<file path="src/rtl/polar_fifo_pkg.sv">
// Constants and serializer state type shared by the polar-link transmit and receive FIFOs.
package polar_fifo_pkg;
  localparam int BYTE_W     = 8;
  localparam int FIFO_DEPTH = 200;
  localparam int PTR_W      = 9;

  typedef enum logic {SER_IDLE, SER_SHIFT} ser_state_e;

  // Pointer increment that wraps at an arbitrary depth, not at 2^PTR_W
  function automatic logic [PTR_W-1:0] ptr_inc(input logic [PTR_W-1:0] p, input int depth);
    return (p == PTR_W'(depth - 1)) ? '0 : p + 1'b1;
  endfunction
endpackage

</file>
<file path="src/rtl/p2s_shifter.sv">
// Shift-register serializer: loads a word, emits it one bit per accepted beat, flags the last bit.
module p2s_shifter
  import polar_fifo_pkg::*;
#(
  parameter int DATA_W    = BYTE_W,
  parameter bit MSB_FIRST = 1'b1
) (
  input  logic              clk,
  input  logic              reset_n,
  input  logic              i_load,
  input  logic [DATA_W-1:0] i_data,
  input  logic              i_ser_ready,
  output logic              o_ser_out,
  output logic              o_ser_valid,
  output logic              o_ser_last,
  output logic              o_can_load
);
  localparam int CNT_W = (DATA_W > 1) ? $clog2(DATA_W) : 1;

  ser_state_e        r_state, w_state_nxt;
  logic [DATA_W-1:0] r_sh;
  logic [CNT_W-1:0]  r_cnt;
  logic              w_last;

  assign w_last      = (r_state == SER_SHIFT) && (r_cnt == CNT_W'(DATA_W - 1));
  assign o_ser_valid = (r_state == SER_SHIFT);
  assign o_ser_last  = w_last;
  // The top may load either when idle or on the accepted last beat (back-to-back bytes)
  assign o_can_load  = (r_state == SER_IDLE) || (i_ser_ready && w_last);
  assign o_ser_out   = o_ser_valid & (MSB_FIRST ? r_sh[DATA_W-1] : r_sh[0]);

  always_ff @(posedge clk or negedge reset_n) begin
    if (!reset_n) r_state <= SER_IDLE;
    else          r_state <= w_state_nxt;
  end

  always_comb begin
    w_state_nxt = r_state;
    case (r_state)
      SER_IDLE:  if (i_load) w_state_nxt = SER_SHIFT;
      SER_SHIFT: if (i_ser_ready && w_last) w_state_nxt = i_load ? SER_SHIFT : SER_IDLE;
      default:   w_state_nxt = SER_IDLE;
    endcase
  end

  always_ff @(posedge clk or negedge reset_n) begin
    if (!reset_n) begin
      r_sh  <= '0;
      r_cnt <= '0;
    end else if (i_load) begin
      r_sh  <= i_data;
      r_cnt <= '0;
    end else if (o_ser_valid && i_ser_ready && !w_last) begin
      if (MSB_FIRST) r_sh <= {r_sh[DATA_W-2:0], 1'b0};
      else           r_sh <= {1'b0, r_sh[DATA_W-1:1]};
      r_cnt <= r_cnt + 1'b1;
    end
  end
endmodule

</file>
<file path="src/rtl/parallel_to_serial_fifo_200.sv">
// Transmit-side byte FIFO (arbitrary depth) feeding a ready/valid bit serializer.
module parallel_to_serial_fifo_200
  import polar_fifo_pkg::*;
#(
  parameter int DEPTH     = FIFO_DEPTH,
  parameter int DATA_W    = BYTE_W,
  parameter bit MSB_FIRST = 1'b1
) (
  input  logic              clk,
  input  logic              reset_n,
  input  logic [DATA_W-1:0] par_in,
  input  logic              par_valid,
  output logic              par_ready,
  output logic              ser_out,
  output logic              ser_valid,
  input  logic              ser_ready,
  output logic              ser_last,
  output logic              empty,
  output logic              full,
  output logic [8:0]        count
);
  logic [DATA_W-1:0] r_mem [DEPTH];
  logic [PTR_W-1:0]  r_wr_ptr, r_rd_ptr;
  logic [8:0]        r_count, w_count_nxt;
  logic              r_empty, r_full;
  logic              w_push, w_pop, w_can_load;

  assign par_ready = !r_full;
  assign empty     = r_empty;
  assign full      = r_full;
  assign count     = r_count;

  // A full FIFO rejects pushes even when a pop happens in the same cycle
  assign w_push = par_valid && !r_full;
  assign w_pop  = w_can_load && !r_empty;

  always_comb begin
    w_count_nxt = r_count;
    case ({w_push, w_pop})
      2'b10:   w_count_nxt = r_count + 9'd1;
      2'b01:   w_count_nxt = r_count - 9'd1;
      default: w_count_nxt = r_count;
    endcase
  end

  always_ff @(posedge clk) begin
    if (w_push) r_mem[r_wr_ptr] <= par_in;
  end

  always_ff @(posedge clk or negedge reset_n) begin
    if (!reset_n) begin
      r_wr_ptr <= '0;
      r_rd_ptr <= '0;
      r_count  <= '0;
      r_empty  <= 1'b1;
      r_full   <= 1'b0;
    end else begin
      if (w_push) r_wr_ptr <= ptr_inc(r_wr_ptr, DEPTH);
      if (w_pop)  r_rd_ptr <= ptr_inc(r_rd_ptr, DEPTH);
      r_count <= w_count_nxt;
      r_empty <= (w_count_nxt == 9'd0);
      r_full  <= (w_count_nxt == 9'(DEPTH));
    end
  end

  p2s_shifter #(.DATA_W(DATA_W), .MSB_FIRST(MSB_FIRST)) u_shifter (
    .clk         (clk),
    .reset_n     (reset_n),
    .i_load      (w_pop),
    .i_data      (r_mem[r_rd_ptr]),
    .i_ser_ready (ser_ready),
    .o_ser_out   (ser_out),
    .o_ser_valid (ser_valid),
    .o_ser_last  (ser_last),
    .o_can_load  (w_can_load)
  );
endmodule
</file>
<file path="config.mk">
export PLATFORM = sky130hd
export DESIGN_NAME = parallel_to_serial_fifo_200
export DESIGN_NICKNAME = d
export VERILOG_FILES = /design/src/rtl/polar_fifo_pkg.sv /design/src/rtl/p2s_shifter.sv /design/src/rtl/parallel_to_serial_fifo_200.sv
export SDC_FILE = /design/constraint.sdc
export NUM_CORES = 2
export LEC_CHECK = 0
export CAP_MARGIN = 5
export CELL_PAD_IN_SITES_DETAIL_PLACEMENT = 0
export CELL_PAD_IN_SITES_GLOBAL_PLACEMENT = 1
export CORE_MARGIN = 2
export CORE_UTILIZATION = 48
export CTS_BUF_LIST = sky130_fd_sc_hd__clkbuf_4
export DETAILED_ROUTE_END_ITERATION = 12
export PLACE_DENSITY_LB_ADDON = 0.1
export SYNTH_ARGS = -nofsm -noshare
export SYNTH_HDL_FRONTEND = slang
export SYNTH_SLANG_ARGS = --single-unit
</file>
<file path="constraint.sdc">
create_clock -name clk -period 5 [get_ports clk]
set_input_delay 1 -clock clk [delete_from_list [all_inputs] [get_ports clk]]
set_output_delay 1 -clock clk [all_outputs]
set_load 0.03 [all_outputs]
</file>
Word level (Yosys, flattened, before mapping)
Memories as Yosys holds them, arrays and structs flattened.
Index checks and enable logic that the tools add are counted.
- $add $sub $neg: 5
- equal/unequal tests: 6
- multiplexer cells: 12
- bitwise logic cells: 2
- reduce and logical (&&, ||, !) cells: 12
- operators by type and width (operator ; count):
    $add 9x1->9 const B ; 3
    $eq 9x8->1 const B ; 3
    $mux 9 ; 2
    $pmux 9 s2 ; 1
    $mux 8 ; 2
    $logic_not 9->1 ; 1
    $sub 9x1->9 const B ; 1
    $logic_and 1x1->1 ; 6
    $mux 3 ; 2
    $mux 1 ; 4
    $add 3x1->3 const B ; 1
    $eq 3x3->1 const B ; 1
    $logic_not 1->1 ; 3
    $eq 2x1->1 const B ; 1
    $eq 2x2->1 const B ; 1
    $pmux 1 s2 ; 1
    $reduce_bool 2->1 ; 1
    $and 1x1->1 ; 1
    $logic_or 1x1->1 ; 1
    $not 1->1 ; 1
- register bits after elaboration: 41
- bits in writable memories: 1600
- input port bits: 12
- output and inout port bits: 15
- logic and storage cells: 46
- memories: 1
- memory list (memory ; words ; width ; rd ports ; clocked after memory_dff ; write ports ; RTL line ; source):
    r_mem ; 200 ; 8 ; 1 ; 0 ; 1 ; parallel_to_serial_fifo_200.sv:22 ; logic [DATA_W-1:0] r_mem [DEPTH];

Depth between registers and ports, before layout
- depth after elaboration: 8
- mapped depth: 17
- gate-level depth less buffers: 15

Cells and area by module
A second synthesis with hierarchy kept.
- cells, all modules: 3238
- area, all modules: 64508.1 sq um
- modules (own cells, without submodules) (module ; instances ; cells each ; area each (sq um) ; sequential area each (sq um)):
    parallel_to_serial_fifo_200 ; 1 ; 3175 ; 63922.6 ; 48773.0
    p2s_shifter ; 1 ; 63 ; 585.6 ; 300.3

Worst setup path before layout
Ideal clock, no wire load.
- path kind: in2reg
- from: input ser_ready
- to: register r_empty (netlist: empty)
- setup time: 0.089 ns
- arrival: 4.274 ns
- data required time: 4.911 ns
- slack: 0.637 ns
- stages: 15
- path buffers: 2
- cell sequence: a21boi_1 or2_2 inv_2 clkbuf_1 ha_1 buf_2 xor2_1 ha_1 and4b_1 a41o_1 and3_1 a311oi_1 o311ai_1 or4_4 nor4b_2
- longest elaborated chain between the ends: 6
- elaborated cells between the ends (all ways): 7
- classes of those cells: 2 x eq/ne; 1 x mux; 4 x reduce/logical
- ends and longest elaborated chain (element ; RTL line ; source):
    start: declaration ; parallel_to_serial_fifo_200.sv:16 ; input logic ser_ready,
    $logic_and 1x1->1 * ; p2s_shifter.sv:29 ; assign o_can_load = (r_state == SER_IDLE) || (i_ser_ready && w_last);
    $logic_or 1x1->1 * ; p2s_shifter.sv:29 ;
    $logic_and 1x1->1 * ; parallel_to_serial_fifo_200.sv:35 ; assign w_pop = w_can_load && !r_empty;
    net u_shifter.i_load ; p2s_shifter.sv:10 ; input logic i_load,
    $eq 2x1->1 / $eq 2x2->1 (equally long branches) ; parallel_to_serial_fifo_200.sv:39 ; case ({w_push, w_pop})
    $pmux 9 s2 * ; parallel_to_serial_fifo_200.sv:39 ;
    net w_count_nxt[8] ; parallel_to_serial_fifo_200.sv:24 ; logic [8:0] r_count, w_count_nxt;
    $logic_not 9->1 * ; parallel_to_serial_fifo_200.sv:61 ; r_empty <= (w_count_nxt == 9'd0);
    end signal: assignment ; parallel_to_serial_fifo_200.sv:61 ;
    end: declaration ; parallel_to_serial_fifo_200.sv:25 ; logic r_empty, r_full;
Mark *: on every way through the listed nets, which the timed path passes. The rest lies on a longest branch.
A chain may end at the register's enable or synchronous reset.

Final worst setup path
- from: register r_rd_ptr[3]
- to: register u_shifter.r_sh[0]
- longest elaborated chain between the ends: 2
- ends and longest elaborated chain (element ; RTL line ; source):
    start: declaration ; parallel_to_serial_fifo_200.sv:23 ; logic [PTR_W-1:0] r_wr_ptr, r_rd_ptr;
    start signal: assignment ; parallel_to_serial_fifo_200.sv:59 ; if (w_pop) r_rd_ptr <= ptr_inc(r_rd_ptr, DEPTH);
    $mem_v2 200x8 ; n/a ;
    $mux 8 ; p2s_shifter.sv:50 ; end else if (i_load) begin
    end signal: assignment ; p2s_shifter.sv:51 ; r_sh <= i_data;
    end signal: assignment ; p2s_shifter.sv:54 ; if (MSB_FIRST) r_sh <= {r_sh[DATA_W-2:0], 1'b0};
    end signal: assignment ; p2s_shifter.sv:55 ; else r_sh <= {1'b0, r_sh[DATA_W-1:1]};
    end: declaration ; p2s_shifter.sv:21 ; logic [DATA_W-1:0] r_sh;
No other way between the ends.

==> reports/metrics.yaml <==
grt_usage: 0.2636
die_area_um2: 137500
swShare: 0.3223
max_slew_margin: 0.1253
start_kind: "flop"
ant_nets: 0
vias_per_cell: 6.087
synthFlopType: "edfxtp_1"
period_needed_ns: 4.063
synth_area_um2: 64570
r2r-end: "u_shifter.r_sh[0]"
grt_overflow: 0
numCtsBuffers: 420
fmax_mhz: 246.1
clk_latency_ns: 1.33
period_share: 0.8127
fin_skew_ns: 0.1057
ys_seq_area_frac: 0.7600
internal_power_mw: 25.23
htreeDepth: 5
clkPwrFrac: 0.290
first_global_vias: 35510
endpoint: "u_shifter.r_sh[0]"
routedWlPerCell_um: 31.47
critPathBufInv: 2
vias: 34520
ctsResizeCount: 0
antenna_found_initial: 5
finalMaxSlewViolations: 0
rsz0062_at_grt: "false"
synth_top_area_frac: 0.7441
drive_gt1_frac: 0.2992
hold_ws_ns: 0.1954
critPathMaxStageDelay_ns: 1.11
remaining_drc_errors: 0
ys_warn_count: 0
reg2reg_slack_ns: 0.94
hpwl_mm: 108.8
dpl_cell_area_um2: 67450
path_delay_family: "simple AND/OR/NAND/NOR gates"
hold_viol: 0
async_flop_share: 0.02498
port_buffers: 26
fin_setup_tns_ns: 0
first_pass_iters: 6
crit_type: "flop to flop"
worstPathRequired_ns: 6.24
rows: 134
synth_top_area_cell: "edfxtp_1"
cts-root-buf: "clkbuf_4"
post_cts_buffers: 0
cts_hold_buf: 2
grt_max_degree: 200
ys_types: 78
peakVddDrop_v: 0.0002793
syn_nets: 3250
initial_core_util: 0.4838
syn_inst: 3228
crit_path_top_delay_cell: "dfrtp_2"
avgSynthCellArea_um2: 20.00
worstMarginPinSlew_ns: 1.307
seq_power_share: 0.428
synthTopCellsByArea: "edfxtp_1 74%, mux4_2 13%, mux2i_1 2.0%"
crit_start: "r_rd_ptr[3]"
wirelength_mm: 178.4
final_area_um2: 72450
tritoncts: "built"
hp-class: "input pin to flop"
power.density_nw_per_um2: 513.9
p_sw_mw: 12.00
clockBufferDepth: 4
die_h_um: 370.8
p_leak_nw: 23.49
maxCapViolations: 0
critPathArrivalTime_ns: 5.30
fin_util: 0.5428
fp.dieW_um: 370.8
clk_pin_slew_worst_paths_ns: 0.06
grt_pass1_wl_mm: 254.3
worstHoldPathCells: 1
cp_max_fo: 24
ys_ff_latch: 1641
cts.sinks: 1641
reg2reg_from: "r_rd_ptr[3]"
outcome: "complete, no violations"
r2r_cells: 8
final_nets: 3639
pwr-share-comb: 0.282
drt_iter0_drc: 3889
io_pins: 27
core_region_area_um2: 133500
syn_to_final_growth_pct: 12.20
setup_viol: 0
gp_congestion: 0.8509
synth_edf_count: 1600
cp-end-kind: "flop"
cp_num_cells: 8
cp_cell_sequence: "buf_4, nand2b_1, a21oi_1, a2111oi_0, nor3_1, nor4_1, buf_4, nor3_1"
## per-stage QoR
step / setup slack, ns / std cells / power [mW]
floorplan: 0.6368 / 3228 / 22.62
global placement: 0.4437 / 4961 / 26.72
detailed placement: 0.3802 / 4961 / 26.77
CTS: 0.9406 / 5665 / 37.56
global route: 0.7681 / 5666 / 38.73
finish: 0.9366 / 5670 / 37.23
## synthesized netlist by cell type, drive strengths merged (6+ instances only)
| library cell | instances |
|---|---|
| and3 | 15 |
| nand3 | 39 |
| mux2 | 12 |
| a31oi | 12 |
| mux2i | 131 |
| o22ai | 31 |
| inv | 18 |
| a211oi | 18 |
| xor2 | 8 |
| nand2 | 141 |
| a211o | 6 |
| clkbuf | 90 |
| nor2b | 23 |
| nor3 | 25 |
| nand4 | 14 |
| edfxtp | 1600 |
| o221ai | 9 |
| nor4 | 10 |
| o2111ai | 6 |
| a22oi | 36 |
| nor2 | 243 |
| o31ai | 6 |
| xnor2 | 16 |
| o21ai | 30 |
| and2 | 18 |
| a221oi | 13 |
| dfrtp | 40 |
| a21oi | 49 |
| nand2b | 7 |
| mux4 | 368 |
| a32oi | 9 |
| ha | 10 |
| a311oi | 6 |
| buf | 101 |
## worst min-delay path by stage
| stage | end | start | slack, ns |
|---|---|---|---|
| floorplan | r_rd_ptr[8] | r_rd_ptr[8] | 0.44 |
| global placement | r_rd_ptr[8] | r_rd_ptr[8] | 0.46 |
| detailed placement | r_wr_ptr[8] | r_wr_ptr[8] | 0.46 |
| CTS | r_mem[38][5] | par_in[5] | 0.08 |
| global route | r_mem[32][5] | par_in[5] | 0.14 |
| finish | r_mem[32][5] | par_in[5] | 0.20 |
## metal layers
layer	track usage	vias up	wire length, µm
met5	0	-	14
met3	0.05426	270	13490
met1	0.3648	18290	73300
met4	0.09172	2	4552
met2	0.4198	1641	87090
li1	-	14310	-
## power groups by stage
stage                     sequential [mW]  combinational, mW  clock [mW]
after global placement               16.2               10.5           0
after floorplan                      15.8               6.80           0
after detailed placement             16.2               10.6           0
after global routing                 15.9               11.0        11.8
final                                15.9               10.5        10.8
after CTS                            15.9               10.6        11.1
## cells by family after synthesis
family	after synthesis	synth area share
xor gates and xnor gates	24	0.003255
DFF	1641	0.7600
AOI/OAI and AO/OA	268	0.02945
and+or+nand+nor	563	0.03922
muxes	511	0.1508
adders and majority gates	10	0.001938
buffers and inverters	211	0.01533
## flip-flops by register name, indices dropped and copies added, names as in the netlist
register	cells
count	9
empty	1
full	1
r_mem	1600
r_rd_ptr	9
r_wr_ptr	9
u_shifter.o_ser_valid	1
u_shifter.r_cnt	3
u_shifter.r_sh	8
## cell usage in the layout (no fill, tap or decap), types with 9 or more instances in the layout
cell type,instances
a211oi_1,17
a21oi_1,49
a221oi_1,13
a22oi_1,36
a31oi_1,11
a32oi_1,9
and2_1,18
and3_1,15
buf_12,24
buf_4,106
clkbuf_4,592
clkdlybuf4s50_1,17
clkinv_1,88
clkinv_2,17
dfrtp_1,35
edfxtp_1,1600
ha_1,10
inv_1,15
mux2_2,9
mux2i_1,131
mux4_2,368
nand2_1,138
nand3_1,39
nand4_1,14
nor2_1,239
nor2b_1,18
nor3_1,25
nor4_1,10
o21ai_0,21
o21ai_1,9
o221ai_1,9
o22ai_1,31
xnor2_1,16
## layout make-up
cell class / count / area (µm²)
fillers: 10650 / 61010
flip-flops and latches: 1641 / 49090
multi-input cells: 1376 / 14540
clock buffers: 592 / 4444
well taps: 1768 / 2212
repair buffers: 158 / 1562
clock inverters: 110 / 516.7
inverters: 20 / 77.57
diodes: 5 / 12.51
(Power assumes the default switching activity.)
